File: src/rtl/status_reg_stack_if.sv
// rtl/status_reg_stack_if.sv - control/flag bundle between sequencer and status register stack
interface status_reg_stack_if #(
  parameter int WIDTH = 8,
  parameter int DEPTH = 4
);
  localparam int CW = $clog2(DEPTH + 1);

  logic             upd_en;
  logic [WIDTH-1:0] upd_mask;
  logic [WIDTH-1:0] upd_val;
  logic [WIDTH-1:0] set_mask;
  logic [WIDTH-1:0] clr_mask;
  logic             ld_en;
  logic [WIDTH-1:0] ld_val;
  logic             save;
  logic             restore;
  logic             brk;
  logic             err_clr;
  logic [WIDTH-1:0] p_q;
  logic [WIDTH-1:0] p_img;
  logic             dec_mode;
  logic [CW-1:0]    depth_cnt;
  logic             full;
  logic             empty;
  logic             ovf;
  logic             unf;

  modport master (
    output upd_en, upd_mask, upd_val, set_mask, clr_mask, ld_en, ld_val,
           save, restore, brk, err_clr,
    input  p_q, p_img, dec_mode, depth_cnt, full, empty, ovf, unf
  );

  modport slave (
    input  upd_en, upd_mask, upd_val, set_mask, clr_mask, ld_en, ld_val,
           save, restore, brk, err_clr,
    output p_q, p_img, dec_mode, depth_cnt, full, empty, ovf, unf
  );
endinterface

File: src/rtl/status_reg_stack.sv
// rtl/status_reg_stack.sv - NV1BDIZC status register with LIFO shadow stack for nested save/restore
module status_reg_stack #(
  parameter int               WIDTH     = 8,
  parameter int               DEPTH     = 4,
  parameter logic [WIDTH-1:0] RESET_VAL = 8'h24,
  parameter int               B_BIT     = 4,
  parameter int               ONE_BIT   = 5
) (
  input logic               clk,
  input logic               C_clr,
  status_reg_stack_if.slave bus
);
  localparam int CW = $clog2(DEPTH + 1);
  localparam int AW = (DEPTH > 1) ? $clog2(DEPTH) : 1;

  // B is never stored and bit 5 always reads as one
  function automatic logic [WIDTH-1:0] fix_bits(input logic [WIDTH-1:0] v);
    logic [WIDTH-1:0] r;
    r          = v;
    r[B_BIT]   = 1'b0;
    r[ONE_BIT] = 1'b1;
    return r;
  endfunction

  logic [WIDTH-1:0] p_r;
  logic [CW-1:0]    cnt_r;
  logic             ovf_r;
  logic             unf_r;
  logic [WIDTH-1:0] stk [2**AW];

  logic             is_full;
  logic             is_empty;
  logic [CW-1:0]    top_cnt;
  logic [AW-1:0]    top_idx;
  logic [AW-1:0]    push_idx;
  logic [WIDTH-1:0] eff_mask;
  logic [WIDTH-1:0] base;
  logic [WIDTH-1:0] nxt;
  logic [WIDTH-1:0] img;
  logic             do_pop;
  logic             do_push;
  logic             ovf_set;
  logic             unf_set;

  always_comb begin
    is_full  = (cnt_r == CW'(DEPTH));
    is_empty = (cnt_r == '0);
    top_cnt  = cnt_r - CW'(1);
    top_idx  = top_cnt[AW-1:0];
    push_idx = cnt_r[AW-1:0];
    eff_mask = bus.upd_en ? bus.upd_mask : '0;
    base     = bus.ld_en ? bus.ld_val : ((p_r & ~eff_mask) | (bus.upd_val & eff_mask));
    nxt      = fix_bits((base & ~bus.clr_mask) | bus.set_mask);
    // save+restore on an empty stack degrades to a plain save
    do_pop   = bus.restore && !is_empty;
    do_push  = bus.save && !do_pop && !is_full;
    ovf_set  = bus.save && !do_pop && is_full;
    unf_set  = bus.restore && is_empty && !bus.save;
  end

  always_ff @(posedge clk or posedge C_clr) begin
    if (C_clr) begin
      p_r   <= fix_bits(RESET_VAL);
      cnt_r <= '0;
      ovf_r <= 1'b0;
      unf_r <= 1'b0;
    end else begin
      if (do_pop) begin
        p_r <= fix_bits(stk[top_idx]);
        if (!bus.save) cnt_r <= top_cnt;
      end else begin
        p_r <= nxt;
        if (do_push) cnt_r <= cnt_r + CW'(1);
      end
      ovf_r <= ovf_set | (ovf_r & ~bus.err_clr);
      unf_r <= unf_set | (unf_r & ~bus.err_clr);
    end
  end

  // Contents are don't-care after reset, so the array carries no reset
  always_ff @(posedge clk) begin
    if (do_pop && bus.save) stk[top_idx] <= p_r;
    else if (do_push) stk[push_idx] <= p_r;
  end

  always_comb begin
    img          = p_r;
    img[B_BIT]   = bus.brk;
    img[ONE_BIT] = 1'b1;
  end

  assign bus.p_q       = p_r;
  assign bus.p_img     = img;
  assign bus.dec_mode  = p_r[3];
  assign bus.depth_cnt = cnt_r;
  assign bus.full      = is_full;
  assign bus.empty     = is_empty;
  assign bus.ovf       = ovf_r;
  assign bus.unf       = unf_r;
endmodule

File: src/flat_wrapper.sv
// flat-port wrapper written by rule: the top's interface ports become plain ports
module status_reg_stack_flat 
#(
  parameter int               WIDTH     = 8,
  parameter int               DEPTH     = 4,
  parameter logic [WIDTH-1:0] RESET_VAL = 8'h24,
  parameter int               B_BIT     = 4,
  parameter int               ONE_BIT   = 5
)
  (clk, C_clr, bus_upd_en, bus_upd_mask, bus_upd_val, bus_set_mask, bus_clr_mask, bus_ld_en, bus_ld_val, bus_save, bus_restore, bus_brk, bus_err_clr, bus_p_q, bus_p_img, bus_dec_mode, bus_depth_cnt, bus_full, bus_empty, bus_ovf, bus_unf);
  status_reg_stack_if #(.WIDTH(WIDTH), .DEPTH(DEPTH)) bus_i ();
  input logic clk;
  input logic C_clr;
  input wire logic [$bits(bus_i.upd_en)-1:0] bus_upd_en;
  input wire logic [$bits(bus_i.upd_mask)-1:0] bus_upd_mask;
  input wire logic [$bits(bus_i.upd_val)-1:0] bus_upd_val;
  input wire logic [$bits(bus_i.set_mask)-1:0] bus_set_mask;
  input wire logic [$bits(bus_i.clr_mask)-1:0] bus_clr_mask;
  input wire logic [$bits(bus_i.ld_en)-1:0] bus_ld_en;
  input wire logic [$bits(bus_i.ld_val)-1:0] bus_ld_val;
  input wire logic [$bits(bus_i.save)-1:0] bus_save;
  input wire logic [$bits(bus_i.restore)-1:0] bus_restore;
  input wire logic [$bits(bus_i.brk)-1:0] bus_brk;
  input wire logic [$bits(bus_i.err_clr)-1:0] bus_err_clr;
  output wire logic [$bits(bus_i.p_q)-1:0] bus_p_q;
  output wire logic [$bits(bus_i.p_img)-1:0] bus_p_img;
  output wire logic [$bits(bus_i.dec_mode)-1:0] bus_dec_mode;
  output wire logic [$bits(bus_i.depth_cnt)-1:0] bus_depth_cnt;
  output wire logic [$bits(bus_i.full)-1:0] bus_full;
  output wire logic [$bits(bus_i.empty)-1:0] bus_empty;
  output wire logic [$bits(bus_i.ovf)-1:0] bus_ovf;
  output wire logic [$bits(bus_i.unf)-1:0] bus_unf;
  assign bus_i.upd_en = bus_upd_en;
  assign bus_i.upd_mask = bus_upd_mask;
  assign bus_i.upd_val = bus_upd_val;
  assign bus_i.set_mask = bus_set_mask;
  assign bus_i.clr_mask = bus_clr_mask;
  assign bus_i.ld_en = bus_ld_en;
  assign bus_i.ld_val = bus_ld_val;
  assign bus_i.save = bus_save;
  assign bus_i.restore = bus_restore;
  assign bus_i.brk = bus_brk;
  assign bus_i.err_clr = bus_err_clr;
  assign bus_p_q = bus_i.p_q;
  assign bus_p_img = bus_i.p_img;
  assign bus_dec_mode = bus_i.dec_mode;
  assign bus_depth_cnt = bus_i.depth_cnt;
  assign bus_full = bus_i.full;
  assign bus_empty = bus_i.empty;
  assign bus_ovf = bus_i.ovf;
  assign bus_unf = bus_i.unf;
  status_reg_stack #(.WIDTH(WIDTH), .DEPTH(DEPTH), .RESET_VAL(RESET_VAL), .B_BIT(B_BIT), .ONE_BIT(ONE_BIT)) u_core (.clk(clk), .C_clr(C_clr), .bus(bus_i));
endmodule
File: config.mk
export PLATFORM = sky130hd
export DESIGN_NAME = status_reg_stack_flat
export DESIGN_NICKNAME = d
export VERILOG_FILES = /design/src/rtl/status_reg_stack_if.sv /design/src/rtl/status_reg_stack.sv /design/src/flat_wrapper.sv
export SDC_FILE = /design/constraint.sdc
export NUM_CORES = 1
export LEC_CHECK = 0
export BUFFER_PORTS_ARGS = -buffer_cell sky130_fd_sc_hd__clkbuf_2
export CAP_MARGIN = 10
export CORE_MARGIN = 1
export CORE_UTILIZATION = 52
export CTS_CLUSTER_DIAMETER = 60
export CTS_CLUSTER_SIZE = 30
export DETAILED_ROUTE_END_ITERATION = 12
export PLACE_DENSITY = 0.88
export REMOVE_ABC_BUFFERS = 1
export SYNTH_ARGS = -nofsm -noshare
export SYNTH_HDL_FRONTEND = slang
export SYNTH_SLANG_ARGS = --single-unit
File: constraint.sdc
create_clock -name clk -period 3.6 [get_ports clk]
set_clock_uncertainty 0.1 [all_clocks]
set_input_delay 0.36 -clock clk [delete_from_list [all_inputs] [get_ports clk]]
set_output_delay 0.36 -clock clk [all_outputs]
set_load 0.02 [all_outputs]
[Yosys cells after proc, flatten, opt, wreduce, memory -nomap -nowiden]
Memory sizes are Yosys's and may differ from the RTL's.
Cells that the tools add are included.
Word-level totals
  flip-flop bits (word level): 13
  bits in writable memories: 32
  memories: 1
Memories
  u_core.stk: words 4, bits a word 8, rd ports 1, clocked after Yosys merged registers in 0, write ports 1, line status_reg_stack.sv:29  | logic [WIDTH-1:0] stk [2**AW];
Cells by class
  $add $sub $neg: 2
  equality and inequality tests: 2
  multiplexer cells: 14
  bitwise operators: 12
  reductions and logical operators: 15
Operator list (number)
  8-bit 2-to-1 mux: 4
  8-bit AND: 3
  8-bit NOT: 2
  8-bit bitwise OR: 2
  3-bit 2-to-1 mux: 3
  8-bit OR reduction: 1
  1-bit logical AND: 7
  1-bit 2-to-1 mux: 6
  1-bit logical NOT: 4
  3-bit by 1-bit adder with 3-bit output (second input constant): 1
  3-bit == test (second input constant): 1
  3-bit logical NOT: 1
  3-bit by 1-bit subtractor with 3-bit output (second input constant): 1
  1-bit AND: 2
  2-bit 2-to-1 mux: 1
  2-bit inequality test (second input constant): 1
  1-bit bitwise OR: 2
  2-bit AND reduction: 1
  2-bit nonzero test: 1
  1-bit NOT: 1

[Longest topological paths before layout]
Gate-level depths: netlist of run 1.
  depth after elaboration: 11
  gate-level depth with buffers: 8
  mapped depth without buffers: 6

[Worst setup path after synthesis of run 1]
No wires, ideal clock.
  kind: flip-flop to flip-flop
  start point: register u_core.cnt_r[0] (netlist: u_core.bus.depth_cnt[0])
  end point: memory u_core.stk[2][0] (enable)
  setup time: 0.350 ns
  data arrival time: 1.771 ns
  data required time: 3.150 ns
  path slack: 1.379 ns
  stages on the path, launching flop included: 9
  clock period less this slack: 2.221 ns
  cells stage by stage: dfrtp_1 -> buf_6 -> inv_1 -> ha_1 -> buf_2 -> inv_1 -> a32o_1 -> nand2_1 -> nor2_1
On the way
  longest elaborated chain between the ends: 11
Ends and longest elaborated chain
  from (decl): line status_reg_stack.sv:26  | logic [CW-1:0] cnt_r;
  from (signal assigned): line status_reg_stack.sv:70  | if (!bus.save) cnt_r <= top_cnt;
  from (signal assigned): line status_reg_stack.sv:73  | if (do_push) cnt_r <= cnt_r + CW'(1);
  3-bit logical NOT: line status_reg_stack.sv:47  | is_empty = (cnt_r == '0);
  1-bit logical NOT: line status_reg_stack.sv:55  | do_pop = bus.restore && !is_empty;
  1-bit logical AND: line status_reg_stack.sv:55
  1-bit logical NOT: line status_reg_stack.sv:56  | do_push = bus.save && !do_pop && !is_full;
  1-bit logical AND (2 in a row): line status_reg_stack.sv:56
  1-bit 2-to-1 mux: line status_reg_stack.sv:83  | else if (do_push) stk[push_idx] <= p_r;
  1-bit 2-to-1 mux: line status_reg_stack.sv:82  | if (do_pop && bus.save) stk[top_idx] <= p_r;
  1-bit 2-to-1 mux (not written as such): line status_reg_stack.sv:83
  8-bit OR reduction (no line)
  2-bit 2-to-1 mux (no line) or 1-bit 2-to-1 mux (tied branches)
  to (decl): line status_reg_stack.sv:29
Several ways; a longest one is shown, not always the timed one.

[Final worst setup path of run 1]
  start point: register u_core.cnt_r[1] (netlist: u_core.bus.depth_cnt[1])
  end point: memory u_core.stk[1][3] (enable)
The elaborated chain is that of the path after synthesis.

==> impl_metrics.json, run 1 <==
{
  "outcome": "complete, no violations",
  "vias": 1322,
  "initial_core_util_pct": 54.72,
  "rr_worst_depth": 6,
  "cp-start-kind": "flip-flop",
  "ys_seq_elements": 35,
  "min_path_cells": 3,
  "vias_per_cell": 5.267,
  "cts-root-buf": "clkbuf_4",
  "num_io_pins": 72,
  "rsz0062_at_grt": "false",
  "routed_wl_um": 3386,
  "fin_crit_sh_pct": 65.76,
  "p_sw_share_pct": 37.30,
  "port_buffers": 56,
  "syn_area_per_cell_um2": 11.72,
  "drt_iter0_drc": 58,
  "drt_pre_antenna_iters": 4,
  "worstHoldStart": "bus_set_mask[2]",
  "postRouteAntennaNets": 0,
  "synth_ff_type": "edfxtp_1",
  "numCtsBuffers": 5,
  "tightest_slew_ns": 0.6156,
  "p_sw_w": 0.0006783,
  "globalplace.congestion": 0.7736,
  "worstReg2RegEnd": "u_core.stk[1][3]$_DFFE_PP_",
  "wl_per_cell_um": 13.49,
  "synth.distinct_cells": 30,
  "hold_viol_final": 0,
  "antenna_found_initial": 0,
  "async_reset_ff_share_pct": 31.43,
  "powerDensity_nw_per_um2": 840.1,
  "synth_area_leaders": "edfxtp_1 39%, dfrtp_1 14%, mux4_2 7.3%, buf_4 5.3%, nor2_1 4.9%",
  "overflow": 0,
  "crit_arrival_ns": 2.24,
  "antennaDiodeCount": 0,
  "peakVddDrop_uv": 432.4,
  "area_delta_synth_final_pct": 17.61,
  "synth_edf_count": 24,
  "comb_power_share_pct": 41.9,
  "min_period_ns": 2.367,
  "final_cells": 251,
  "yosysTopAreaCellShare_pct": 39.16,
  "fin_nets": 255,
  "final_layout_size_suffix_gt1_share_pct": 36.59,
  "power_frac_clock_pct": 19.0,
  "ys_seq_area_share_pct": 54.18,
  "p_seq_share_pct": 39.1,
  "holdPathEnd": "u_core.bus.p_q[2]$_DFF_PP1_",
  "dieArea_um2": 3782,
  "r2r_slack_ns": 1.23,
  "p_int_w": 0.001140,
  "worstSetupPathType": "flip-flop to flip-flop",
  "synth_warnings": 0,
  "critPathMaxFanout": 8,
  "grt_max_degree": 19,
  "cts_tree": "built",
  "worstReg2RegStart": "u_core.bus.depth_cnt[1]$_DFFE_PP0P_",
  "grt_pass1_wl_um": 5092,
  "die_h_um": 61.50,
  "synth_area_um2": 1841,
  "slew_viol_final": 0,
  "fillers": 302,
  "cts.sinks": 35,
  "fmax_mhz": 422.4,
  "dp.cells": 242,
  "clk_latency_ns": 0.33,
  "hpwl_um": 2417,
  "cts.clk_slew.worst_paths_ns": 0.11,
  "htreeDepth": 2,
  "synth_top_area_cell": "edfxtp_1",
  "core_um2": 3363,
  "leakagePower_nw": 0.9369,
  "die_w_um": 61.50,
  "cp-end-kind": "flip-flop",
  "cap_violations": 0,
  "slew_headroom_pct": 58.81,
  "syn_inst": 157,
  "tns_ns": 0,
  "grt_pass1_vias": 1077,
  "drc_errors": 0,
  "grt_usage_pct": 19.94,
  "row_count": 21,
  "cts.path.max_buffers": 2,
  "worstHoldPathType": "input port to flip-flop",
  "finalSetupViolations": 0,
  "critical_path_required_ns": 3.47,
  "post_cts_buffers": 0
}
-- cells in the final DEF (no fill, tap or decap), types with 2 or more instances in the layout --
cell type,count
nand2_1,4
inv_1,16
clkbuf_2,56
clkbuf_4,5
ha_1,3
a211oi_1,6
nand2b_1,2
dfrtp_1,10
conb_1,3
a31oi_1,2
a32o_1,3
edfxtp_1,24
o211ai_1,3
xnor2_1,3
a21oi_1,13
bufinv_16,2
mux4_2,6
nor2_1,24
a32oi_1,6
-- power by group through the flow --
stage,Clock (W),Sequential [W],Combinational [W]
4_1_cts,0.000352,0.000711,0.000772
5_1_grt,0.000367,0.000729,0.000840
6_report,0.000345,0.000712,0.000761
3_5_place_dp,0,0.000721,0.000764
2_1_floorplan,0,0.000834,0.000405
3_3_place_gp,0,0.000712,0.000751
-- cell usage after synthesis (2+ instances only) --
cell type	count
a211oi_1	6
a21oi_1	13
a31oi_1	2
a32o_1	3
a32oi_1	6
buf_2	4
buf_4	13
buf_6	2
conb_1	2
dfrtp_1	10
edfxtp_1	24
ha_1	3
inv_1	16
mux4_2	6
nand2_1	4
nand2b_1	2
nor2_1	24
o211ai_1	3
xnor2_1	3
-- cells by family after synthesis --
family          count (synthesis)  share of synthesized area, %
xor+xnor                        3                         1.428
other cells                     2                        0.4080
simple gates                   34                         8.565
compound gates                 38                         14.62
mux                             7                         7.886
fa+ha+maj                       3                         2.040
buf+inv                        35                         10.88
flops                          35                         54.18
-- metrics by stage --
stage | util [%] | hold WS, ns | instance area [um^2] | setup WS (ns) | total power, W
2_1_floorplan | - | 0.1117 | 1704 | 1.219 | 0.001239
3_3_place_gp | 60.94 | 0.2820 | 2049 | 1.269 | 0.001464
6_report | 64.36 | 0.1866 | 2165 | 1.233 | 0.001818
4_1_cts | 64.36 | 0.1722 | 2165 | 1.203 | 0.001835
5_1_grt | 64.36 | 0.1827 | 2165 | 1.022 | 0.001936
3_5_place_dp | 60.94 | 0.2951 | 2049 | 1.226 | 0.001485
-- state kept, by name, summed over array words and instances, names as in the netlist --
signal and count:
u_core.stk 24, u_core.bus.p_q 6, u_core.bus.depth_cnt 3, u_core.bus.ovf 1
u_core.bus.unf 1
-- worst max path at each step --
| stage | from | to | cells past startpoint |
|---|---|---|---|
| after detailed placement | u_core.bus.depth_cnt[1]$_DFFE_PP0P_ | u_core.stk[0][1]$_DFFE_PP_ | 6 |
| after floorplan | u_core.bus.depth_cnt[0]$_DFFE_PP0P_ | u_core.stk[1][0]$_DFFE_PP_ | 6 |
| after CTS | u_core.bus.depth_cnt[1]$_DFFE_PP0P_ | u_core.stk[0][3]$_DFFE_PP_ | 6 |
| after global placement | u_core.bus.depth_cnt[1]$_DFFE_PP0P_ | u_core.stk[0][2]$_DFFE_PP_ | 6 |
| after global routing | u_core.bus.depth_cnt[1]$_DFFE_PP0P_ | u_core.stk[0][3]$_DFFE_PP_ | 6 |
| final | u_core.bus.depth_cnt[1]$_DFFE_PP0P_ | u_core.stk[1][3]$_DFFE_PP_ | 6 |
-- worst max-delay path, cell delays in order (launching register included) --
cell	delay (ns)
dfrtp_1	0.47
inv_1	0.15
ha_1	0.32
mux2i_1	0.27
a32o_1	0.15
nand2_1	0.07
nor2_1	0.49
-- cell type report --
| class | instances | area (um^2) | area share [%] |
|---|---|---|---|
| Tap cell | 46 | 57.56 | 2.659 |
| Multi-Input combinational cell | 88 | 646.9 | 29.88 |
| Clock inverter | 3 | 67.56 | 3.121 |
| Clock buffer | 5 | 37.54 | 1.734 |
| Inverter | 16 | 60.06 | 2.775 |
| Sequential cell | 35 | 997.2 | 46.07 |
| Timing Repair Buffer | 58 | 297.8 | 13.76 |
-- metal layers --
layer	wire, um	share of wire (%)	vias up	GRT usage, %
li1	-	-	648	-
met1	1531	45	615	26.99
met2	1612	48	55	31.18
met3	195	5.8	4	5.042
met4	45	1.3	0	7.619
met5	0	0	-	0
-- timing repair --
item,in CTS,in global routing
hold endpoints to repair,10,0
hold buffers,1,0
resized for setup,0,0
No activity file was read; power rests on OpenSTA's default activity.
==> inputs of run 2 (changes only) <==
- CORE_UTILIZATION: 52 -> 44
- PLACE_DENSITY: 0.88 -> 0.79
- clock period: 3.6 -> 1.9 ns (I/O delays scaled with it)
==> impl_metrics.json, run 2 (synthesized netlist as in run 1, its figures left out) <==
{
  "outcome": "complete, no violations",
  "post_cts_buffers": 0,
  "grt_usage_pct": 17.67,
  "regMostFlops": "u_core.stk",
  "final_layout_size_suffix_gt1_share_pct": 40.55,
  "fmax_mhz": 552.3,
  "area_delta_synth_final_pct": 22.50,
  "postRouteAntennaNets": 0,
  "peakVddDrop_uv": 786.7,
  "fillers": 320,
  "grt_pass1_vias": 1228,
  "final_common_cell": "clkbuf_2",
  "cts.clk_slew.worst_paths_ns": 0.07,
  "slew_viol_final": 0,
  "overflow": 0,
  "die_h_um": 66.68,
  "grt_pass1_wl_um": 5637,
  "wl_per_cell_um": 13.40,
  "worstSetupPathType": "flip-flop to flip-flop",
  "setup_slack_ns": 0.08954,
  "htreeDepth": 2,
  "critPathMaxFanout": 6,
  "dieArea_um2": 4446,
  "worstReg2RegStart": "u_core.bus.depth_cnt[1]$_DFFE_PP0P_",
  "globalplace.congestion": 0.7589,
  "drt_pre_antenna_iters": 4,
  "cts_tree": "built",
  "mostFrequentLayoutCells": "56 x clkbuf_2, 24 x nor2_1, 24 x edfxtp_1, 15 x inv_1",
  "pre_cts_ws_ns": 0.03773,
  "clk_latency_ns": 0.28,
  "hold_ws_ns": 0.07960,
  "critical_path_required_ns": 1.80,
  "finalSetupViolations": 0,
  "cap_violations": 0,
  "crit_arrival_ns": 1.71,
  "grt_max_degree": 19,
  "min_period_ns": 1.810,
  "antenna_found_initial": 0,
  "drt_iter0_drc": 55,
  "hold_viol_final": 0,
  "routed_wl_um": 3579,
  "fin_nets": 267,
  "port_buffers": 56,
  "tightest_slew_ns": 0.5115,
  "drc_errors": 0,
  "powerDensity_nw_per_um2": 1551,
  "vias": 1387,
  "fin_crit_sh_pct": 95.29,
  "antennaDiodeCount": 0,
  "row_count": 23,
  "slew_headroom_pct": 65.86,
  "die_w_um": 66.68,
  "initial_core_util_pct": 46.01,
  "numCtsBuffers": 5,
  "crit_start": "u_core.bus.depth_cnt[1]$_DFFE_PP0P_",
  "largest_reg_flops": 24,
  "cp-end-kind": "flip-flop",
  "vias_per_cell": 5.195,
  "cp-start-kind": "flip-flop",
  "hpwl_um": 2497,
  "cts-root-buf": "clkbuf_8",
  "worstHoldStart": "bus_err_clr",
  "cts.path.max_buffers": 2,
  "core_um2": 4000,
  "leakagePower_nw": 0.9831,
  "cts.sinks": 35,
  "num_io_pins": 72,
  "worstHoldPathType": "input port to flip-flop",
  "rsz0062_at_grt": "false"
}
[run 2: power breakdown]
group | total (W) | switching (W) | internal (W) | leakage, nW
Clock | 0.000502 | 0.000253 | 0.000248 | 0.0392
Combinational | 0.00166 | 0.000912 | 0.000748 | 0.601
Sequential | 0.00134 | 0.000175 | 0.00116 | 0.343
[run 2: final timing paths]
path	end	slack [ns]	depth (start not counted)
hold / removal	u_core.bus.unf$_DFF_PP0_	0.08	3
setup reg to reg	u_core.stk[1][1]$_DFFE_PP_	0.09	7
setup / recovery	u_core.stk[1][1]$_DFFE_PP_	0.09	7
max in group asynchronous	u_core.bus.p_q[2]$_DFF_PP1_	0.98	3
hold reg to reg	u_core.bus.unf$_DFF_PP0_	0.40	1
min in group asynchronous	u_core.bus.unf$_DFF_PP0_	0.36	3
[run 2: cell type report]
class	instances	area (um^2)	share of cell area, %
Sequential cell	35	997.2	44.23
Clock buffer	5	68.82	3.052
Inverter	16	60.06	2.664
Multi-Input combinational cell	88	663.1	29.41
Timing Repair Buffer	70	387.9	17.20
Tap cell	50	62.56	2.775
Clock inverter	3	15.01	0.6659
[run 2: routing by layer]
layer	routed length [um]	GRT usage, %	vias up
met5	0	0	-
met4	38	5.851	0
met3	247	4.795	4
met2	1708	28.66	61
met1	1584	22.73	654
li1	-	-	668
[run 2: repair_timing]
item	CTS	global route
setup endpoints to repair	0	26
hold buffers	1	0
hold endpoints to repair	10	0
gates resized for setup	0	4
[run 2: through the flow]
| step | total power, W | instance area (um^2) | setup TNS (ns) | cells | utilization (%) |
|---|---|---|---|---|---|
| after floorplan | 0.002347 | 1704 | -12.12 | 139 | - |
| after global placement | 0.002935 | 2145 | 0 | 258 | 53.61 |
| after detailed placement | 0.002968 | 2145 | 0 | 258 | 53.61 |
| after CTS | 0.003479 | 2238 | 0 | 267 | 55.96 |
| after global routing | 0.003728 | 2255 | 0 | 267 | 56.37 |
| final | 0.003498 | 2255 | 0 | 267 | 56.37 |
[run 2: worst max-delay path: stages (launching register included)]
cell and delay (ns):
dfrtp_1 0.37, inv_1 0.12, ha_4 0.18, mux2i_2 0.24, a32o_1 0.15, nand2_1 0.08, nor2_1 0.11, buf_4 0.17
